<file path="config.mk">
export PLATFORM = sky130hd
export DESIGN_NAME = fryer_cook_ctrl
export DESIGN_NICKNAME = d
export VERILOG_FILES = /design/src/rtl/fryer_cook_ctrl.sv
export SDC_FILE = /design/constraint.sdc
export NUM_CORES = 1
export LEC_CHECK = 0
export ABC_AREA = 1
export BUFFER_PORTS_ARGS = -buffer_cell sky130_fd_sc_hd__buf_4
export CAP_MARGIN = 20
export CORE_MARGIN = 10
export CORE_UTILIZATION = 40
export CTS_BUF_LIST = sky130_fd_sc_hd__clkbuf_2 sky130_fd_sc_hd__clkbuf_4 sky130_fd_sc_hd__clkbuf_8
export DETAILED_ROUTE_END_ITERATION = 8
export PLACE_DENSITY = 0.6
export SYNTH_ARGS = -nofsm -noshare
export SYNTH_HDL_FRONTEND = slang
export SYNTH_SLANG_ARGS = --single-unit
export TNS_END_PERCENT = 100
</file>
<file path="constraint.sdc">
create_clock -name clk_1Khz -period 2.3 [get_ports clk_1Khz]
set_input_delay 0.115 -clock clk_1Khz [delete_from_list [all_inputs] [get_ports clk_1Khz]]
set_output_delay 0.115 -clock clk_1Khz [all_outputs]
set_load 0.02 [all_outputs]
</file>
<file path="src/rtl/fryer_cook_ctrl.sv">
// Air-fryer cook controller: OFF/IDLE/RUN/PAUSE/DONE FSM, BCD mm:ss countdown, heat modes, beeps.
// Define FRYER_PREHEAT_EN to insert a PREHEAT phase between IDLE and RUN.
module fryer_cook_ctrl #(
  parameter int unsigned MODE_NUM   = 3,
  parameter int unsigned TICK_DIV   = 1000,
  parameter int unsigned BEEP_ON    = 250,
  parameter int unsigned BEEP_OFF   = 250,
  parameter int unsigned BEEP_COUNT = 3,
  parameter int unsigned PREHEAT_S  = 5
) (
  input  logic       clk_1Khz,
  input  logic       rst,
  input  logic       sw_power,
  input  logic       btn_start,
  input  logic       btn_reset,
  input  logic       btn_pause,
  input  logic       btn_mode,
  input  logic       btn_ones,
  input  logic       btn_tens,
  output logic [3:0] min_tens,
  output logic [3:0] min_ones,
  output logic [3:0] sec_tens,
  output logic [3:0] sec_ones,
  output logic [1:0] mode,
  output logic [2:0] state,
  output logic       heat_en,
  output logic       led,
  output logic       buzzer
);

  localparam logic [2:0] StOff   = 3'd0;
  localparam logic [2:0] StIdle  = 3'd1;
  localparam logic [2:0] StRun   = 3'd2;
  localparam logic [2:0] StPause = 3'd3;
  localparam logic [2:0] StDone  = 3'd4;

  localparam int unsigned PrescW   = (TICK_DIV > 2) ? $clog2(TICK_DIV) : 1;
  localparam int unsigned BeepW    = (BEEP_ON + BEEP_OFF > 2) ? $clog2(BEEP_ON + BEEP_OFF) : 1;
  localparam int unsigned BeepNumW = (BEEP_COUNT > 1) ? $clog2(BEEP_COUNT + 1) : 1;

  logic [2:0]          state_q, state_d;
  logic [1:0]          mode_q, mode_d;
  logic [3:0]          min_tens_q, min_tens_d, min_ones_q, min_ones_d;
  logic [3:0]          sec_tens_q, sec_tens_d, sec_ones_q, sec_ones_d;
  logic                heat_en_q, heat_en_d, led_q, led_d, buzzer_q, buzzer_d;
  logic [PrescW-1:0]   presc_q, presc_d;
  logic [BeepW-1:0]    beep_cyc_q, beep_cyc_d;
  logic [BeepNumW-1:0] beep_num_q, beep_num_d;
  logic                presc_tick, min_set, any_btn;

`ifdef FRYER_PREHEAT_EN
  localparam logic [2:0]  StPreheat = 3'd5;
  localparam int unsigned PreW      = (PREHEAT_S > 1) ? $clog2(PREHEAT_S + 1) : 1;
  logic [PreW-1:0] pre_cnt_q, pre_cnt_d;
`else
  logic unused_preheat_s;
  assign unused_preheat_s = (PREHEAT_S != 0);
`endif

  function automatic logic [3:0] bcd_inc(input logic [3:0] d);
    return (d >= 4'd9) ? 4'd0 : d + 4'd1;
  endfunction

  assign presc_tick = (presc_q == PrescW'(TICK_DIV - 1));
  assign min_set    = (min_tens_q != 4'd0) || (min_ones_q != 4'd0);
  assign any_btn    = btn_start | btn_reset | btn_pause | btn_mode | btn_ones | btn_tens;

  always_comb begin
    state_d    = state_q;
    mode_d     = mode_q;
    min_tens_d = min_tens_q;
    min_ones_d = min_ones_q;
    sec_tens_d = sec_tens_q;
    sec_ones_d = sec_ones_q;
    presc_d    = presc_q;
    beep_cyc_d = beep_cyc_q;
    beep_num_d = beep_num_q;
`ifdef FRYER_PREHEAT_EN
    pre_cnt_d  = pre_cnt_q;
`endif
    if (!sw_power) begin
      state_d    = StOff;
      mode_d     = '0;
      min_tens_d = '0;
      min_ones_d = '0;
      sec_tens_d = '0;
      sec_ones_d = '0;
      presc_d    = '0;
      beep_cyc_d = '0;
      beep_num_d = '0;
    end else begin
      case (state_q)
        StOff: state_d = StIdle;
        StIdle: begin
          if (btn_reset) begin
            min_tens_d = '0;
            min_ones_d = '0;
          end else if (btn_start && min_set) begin
`ifdef FRYER_PREHEAT_EN
            state_d   = StPreheat;
            pre_cnt_d = '0;
`else
            state_d   = StRun;
`endif
            sec_tens_d = '0;
            sec_ones_d = '0;
            presc_d    = '0;
          end else begin
            if (btn_mode) mode_d = (mode_q >= 2'(MODE_NUM - 1)) ? 2'd0 : mode_q + 2'd1;
            if (btn_ones) min_ones_d = bcd_inc(min_ones_q);
            if (btn_tens) min_tens_d = bcd_inc(min_tens_q);
          end
        end
        StRun: begin
          if (btn_reset) begin
            state_d    = StIdle;
            min_tens_d = '0;
            min_ones_d = '0;
            sec_tens_d = '0;
            sec_ones_d = '0;
            presc_d    = '0;
          end else if (btn_pause) begin
            state_d = StPause;
          end else if (presc_tick) begin
            presc_d = '0;
            // BCD borrow chain; minutes only borrow when non-zero
            if (sec_ones_q != 4'd0) begin
              sec_ones_d = sec_ones_q - 4'd1;
            end else begin
              sec_ones_d = 4'd9;
              if (sec_tens_q != 4'd0) begin
                sec_tens_d = sec_tens_q - 4'd1;
              end else begin
                sec_tens_d = 4'd5;
                if (min_ones_q != 4'd0) begin
                  min_ones_d = min_ones_q - 4'd1;
                end else if (min_tens_q != 4'd0) begin
                  min_ones_d = 4'd9;
                  min_tens_d = min_tens_q - 4'd1;
                end
              end
            end
            if ({min_tens_d, min_ones_d, sec_tens_d, sec_ones_d} == 16'h0000) begin
              state_d    = StDone;
              beep_cyc_d = '0;
              beep_num_d = '0;
            end
          end else begin
            presc_d = presc_q + PrescW'(1);
          end
        end
        StPause: begin
          if (btn_reset) begin
            state_d    = StIdle;
            min_tens_d = '0;
            min_ones_d = '0;
            sec_tens_d = '0;
            sec_ones_d = '0;
            presc_d    = '0;
          end else if (btn_start || btn_pause) begin
            state_d = StRun;
          end
        end
        StDone: begin
          if (any_btn) begin
            state_d    = StIdle;
            beep_cyc_d = '0;
            beep_num_d = '0;
          end else if (beep_cyc_q == BeepW'(BEEP_ON + BEEP_OFF - 1)) begin
            beep_cyc_d = '0;
            if (beep_num_q == BeepNumW'(BEEP_COUNT - 1)) begin
              state_d    = StIdle;
              beep_num_d = '0;
            end else begin
              beep_num_d = beep_num_q + BeepNumW'(1);
            end
          end else begin
            beep_cyc_d = beep_cyc_q + BeepW'(1);
          end
        end
`ifdef FRYER_PREHEAT_EN
        StPreheat: begin
          if (btn_reset) begin
            state_d    = StIdle;
            min_tens_d = '0;
            min_ones_d = '0;
            sec_tens_d = '0;
            sec_ones_d = '0;
            presc_d    = '0;
          end else if (presc_tick) begin
            presc_d = '0;
            if (pre_cnt_q == PreW'(PREHEAT_S - 1)) begin
              state_d    = StRun;
              sec_tens_d = '0;
              sec_ones_d = '0;
            end else begin
              pre_cnt_d = pre_cnt_q + PreW'(1);
            end
          end else begin
            presc_d = presc_q + PrescW'(1);
          end
        end
`endif
        default: state_d = StOff;
      endcase
    end
  end

  always_comb begin
    heat_en_d = (state_d == StRun);
`ifdef FRYER_PREHEAT_EN
    if (state_d == StPreheat) heat_en_d = 1'b1;
`endif
    led_d    = heat_en_d || (state_d == StPause);
    buzzer_d = (state_d == StDone) && (32'(beep_cyc_d) < BEEP_ON);
  end

  always_ff @(posedge clk_1Khz or negedge rst) begin
    if (!rst) begin
      state_q    <= StOff;
      mode_q     <= '0;
      min_tens_q <= '0;
      min_ones_q <= '0;
      sec_tens_q <= '0;
      sec_ones_q <= '0;
      heat_en_q  <= 1'b0;
      led_q      <= 1'b0;
      buzzer_q   <= 1'b0;
      presc_q    <= '0;
      beep_cyc_q <= '0;
      beep_num_q <= '0;
`ifdef FRYER_PREHEAT_EN
      pre_cnt_q  <= '0;
`endif
    end else begin
      state_q    <= state_d;
      mode_q     <= mode_d;
      min_tens_q <= min_tens_d;
      min_ones_q <= min_ones_d;
      sec_tens_q <= sec_tens_d;
      sec_ones_q <= sec_ones_d;
      heat_en_q  <= heat_en_d;
      led_q      <= led_d;
      buzzer_q   <= buzzer_d;
      presc_q    <= presc_d;
      beep_cyc_q <= beep_cyc_d;
      beep_num_q <= beep_num_d;
`ifdef FRYER_PREHEAT_EN
      pre_cnt_q  <= pre_cnt_d;
`endif
    end
  end

  assign state    = state_q;
  assign mode     = mode_q;
  assign min_tens = min_tens_q;
  assign min_ones = min_ones_q;
  assign sec_tens = sec_tens_q;
  assign sec_ones = sec_ones_q;
  assign heat_en  = heat_en_q;
  assign led      = led_q;
  assign buzzer   = buzzer_q;

endmodule

</file>
==> results.json <==
{
  "critPathMaxFanout": 8,
  "avgSynthCellArea_um2": 7.11,
  "crit_chain": "inv_2, ha_4, nand2_2, nor2_4, nand2_1, o21ai_0, nand3_2, inv_2, nor2_4, nand3_4, nand2_1, nand2_1, nand2_2, nor2_2, nand2_1, nor2_1, nor2_1",
  "seqPwrFrac_pct": 39.6,
  "clock-sinks": 45,
  "grt-ovfl-total": 0,
  "switchingPower_mw": 0.778,
  "drt-wirelength-per-cell_um": 13.9,
  "area_growth_pct": 28.7,
  "power_frac_comb_pct": 35.1,
  "skew_ps": 8.68,
  "initial_core_util_pct": 40.9,
  "grt_pass1_wl_um": 15400,
  "synth_top_family_by_area": "simple AND/OR/NAND/NOR gates",
  "n_antenna_cell": 0,
  "p_leak_nw": 2.15,
  "drv_slew": 0,
  "synth_seq_cells": 45,
  "outcome": "complete, no violations",
  "syn-num-nets": 491,
  "intPower_mw": 1.32,
  "die_y_um": 111,
  "rsz0062_at_grt": "true",
  "synthesis.area_mm2": 0.00335,
  "place_congestion": 0.946,
  "reg2reg_depth": 17,
  "wl_um": 9120,
  "fillerInstances": 800,
  "finalCritPeriodShare_pct": 99.8,
  "htree_levels": 2,
  "drive_gt1_share_pct": 31.1,
  "grt_pass1_vias": 3253,
  "coreArea_mm2": 0.00818,
  "fmax_mhz": 436,
  "vias": 3358,
  "design_area_mm2": 0.00431,
  "power_density_mw_per_mm2": 487,
  "power_frac_clock_pct": 25.3,
  "critPathKind": "register to register",
  "cts_tree": "built",
  "cpPeakStageDelay_ps": 400,
  "r2r_setup_slack_ps": 4,
  "synth_largest_area_cell": "dfrtp_1",
  "postRouteAntennaNets": 0,
  "syn-instance-count": 471,
  "synthMuxAreaShare_pct": 0,
  "synthSimpleGateAreaFrac_pct": 36.1,
  "max_slew_margin_pct": 60.4,
  "cpMostUsedCell": "nand2_1",
  "synth_compound_area_share_pct": 14.3,
  "yosys-top-cells-count": "nand2_1, inv_1, nor2_1",
  "ys.flop_type": "dfrtp_1",
  "max-vdd-ir-drop_mv": 0.265,
  "antenna_found_initial": 0,
  "slowest_stage": "dfrtp_1",
  "cp-endpoint": "buzzer",
  "drc": 0,
  "clk-insertion-delay-late_ps": 310,
  "grt_max_degree": 46,
  "dieWidth_um": 111,
  "cts_buffers": 5,
  "cp.arrival_ps": 2500,
  "min_path_cells": 3,
  "critPathCaptureType": "register",
  "synth_edf_count": 0,
  "ios": 33,
  "hp-class": "input port to register",
  "drt_iter0_drc": 259,
  "ys_warn_count": 0,
  "root_buffer": "clkbuf_8",
  "synth_cell_types": 43,
  "sw_frac_of_total_pct": 37.1,
  "ys_async_sr_fraction_pct": 100,
  "synth_top_area_share_pct": 33.6,
  "grtUsageTotal_pct": 14.3,
  "layout_min_cycle_time_ps": 2300,
  "r2r_start": "min_ones[0]",
  "synthTopCellsByArea": "dfrtp_1, nand2_1, inv_1",
  "rows": 33,
  "path_clk_slew_ps": 100,
  "place_hpwl_um": 6920,
  "vias_per_cell": 5.10,
  "worst_pin_slew_ps": 593,
  "die-area_mm2": 0.0124,
  "startpoint": "min_ones[0]",
  "reg2reg_to": "buzzer",
  "port_buffers": 32,
  "startpoint_type": "register",
  "synth_fa_ha_area_share_pct": 4.11,
  "firstDrtPassIters": 4,
  "nets": 572,
  "holdWs_ps": 147,
  "finalSetupViolCount": 0,
  "required_ps": 2500,
  "yosys.cell_count.top_type": "nand2_1",
  "finalHoldViolCount": 0,
  "seq_area_frac_synth_pct": 33.6,
  "clk_path_buf_depth": 2,
  "placed_area_mm2": 0.00395,
  "maxCapViolCount": 0,
  "synth_xor_area_share_pct": 1.83
}
## cell usage in the layout (no fill, tap or decap), types with 3 or more instances in the layout
cell type,n
nand2_1,89
buf_4,77
inv_1,57
dfrtp_1,44
nor2_1,41
o21ai_0,34
nand3_1,30
inv_2,21
nand2_2,19
nand4_1,15
a21oi_1,15
nor3_1,11
nor2_4,10
nand3_2,10
ha_1,7
nor2_2,6
clkbuf_8,5
nand2_4,4
o21ai_1,4
xor2_1,4
o22ai_1,4
ha_4,4
xnor2_1,3
o211ai_1,3
o31ai_1,3
a22oi_1,3
## critical path: cells and delay by family (launching register included)
kind	cells	cell delay, ps
AO/OA/AOI/OAI	1	270
adder cells (fa/ha/maj)	1	150
buffers and inverters	2	190
flip-flops	1	400
AND/OR/NAND/NOR	13	1190
## final cells by class
class                      instances  area, um^2  share of cell area [%]
clock inverter                     3        25.0                   0.581
multi-input combinational        341        2030                    47.2
inverter                          78         293                    6.80
timing repair buffer              81         631                    14.6
tap                              105         131                    3.05
sequential                        45        1130                    26.2
clock buffer                       5        68.8                    1.60
## worst min-delay path by stage
stage | slack, ps | to | from
floorplan | -180 | beep_cyc_q[0] | rst
global placement | 170 | presc_q[6] | rst
detailed placement | 170 | presc_q[7] | rst
CTS | 130 | state[0] | sw_power
global route | 160 | state[0] | sw_power
finish | 150 | state[0] | sw_power
## state kept, by name, summed over array words and instances, names as in the netlist
register / flops
presc_q: 10
min_tens: 4
sec_tens: 4
buzzer: 1
mode: 2
min_ones: 4
beep_num_q: 2
sec_ones: 4
state: 3
led: 1
heat_en: 1
beep_cyc_q: 9
## cell families after synthesis
| group | Yosys count |
|---|---|
| AND/OR/NAND/NOR | 243 |
| flip-flops | 45 |
| XOR/XNOR | 7 |
| AO/OA/AOI/OAI | 80 |
| adder cells (fa/ha/maj) | 11 |
| buffers and inverters | 85 |
## repair_timing
action                     CTS  global route
hold endpoints to repair    45             0
buffers inserted             1            10
setup endpoints to repair    6            25
resized for setup            4            41
pin swaps                    3            18
hold buffers                 1             0
## through the flow
| stage | util, % | setup WS, ps | power [mW] | setup TNS, ps | instances |
|---|---|---|---|---|---|
| CTS | 50.0 | 6.77 | 2.03 | 0 | 648 |
| global route | 52.7 | -149 | 2.24 | -242 | 658 |
| finish | 52.7 | 4.09 | 2.10 | 0 | 658 |
| global placement | 48.3 | -34.1 | 1.48 | -85.1 | 638 |
| floorplan | - | 43.3 | 1.26 | 0 | 471 |
| detailed placement | 48.3 | -119 | 1.48 | -269 | 638 |
## per-layer routing
layer,vias up,track usage (%),share of wire [%]
li1,1716,-,-
met1,1572,18.8,48
met2,62,23.5,46
met3,8,2.90,4.3
met4,0,3.51,1.1
met5,-,0,0
## power groups by stage
stage | registers (mW) | logic [mW] | clock network (mW)
finish | 0.831 | 0.737 | 0.530
global route | 0.836 | 0.816 | 0.584
CTS | 0.830 | 0.643 | 0.552
detailed placement | 0.845 | 0.632 | 0
global placement | 0.845 | 0.630 | 0
floorplan | 0.871 | 0.394 | 0
Power figures use the tool's default switching activity.
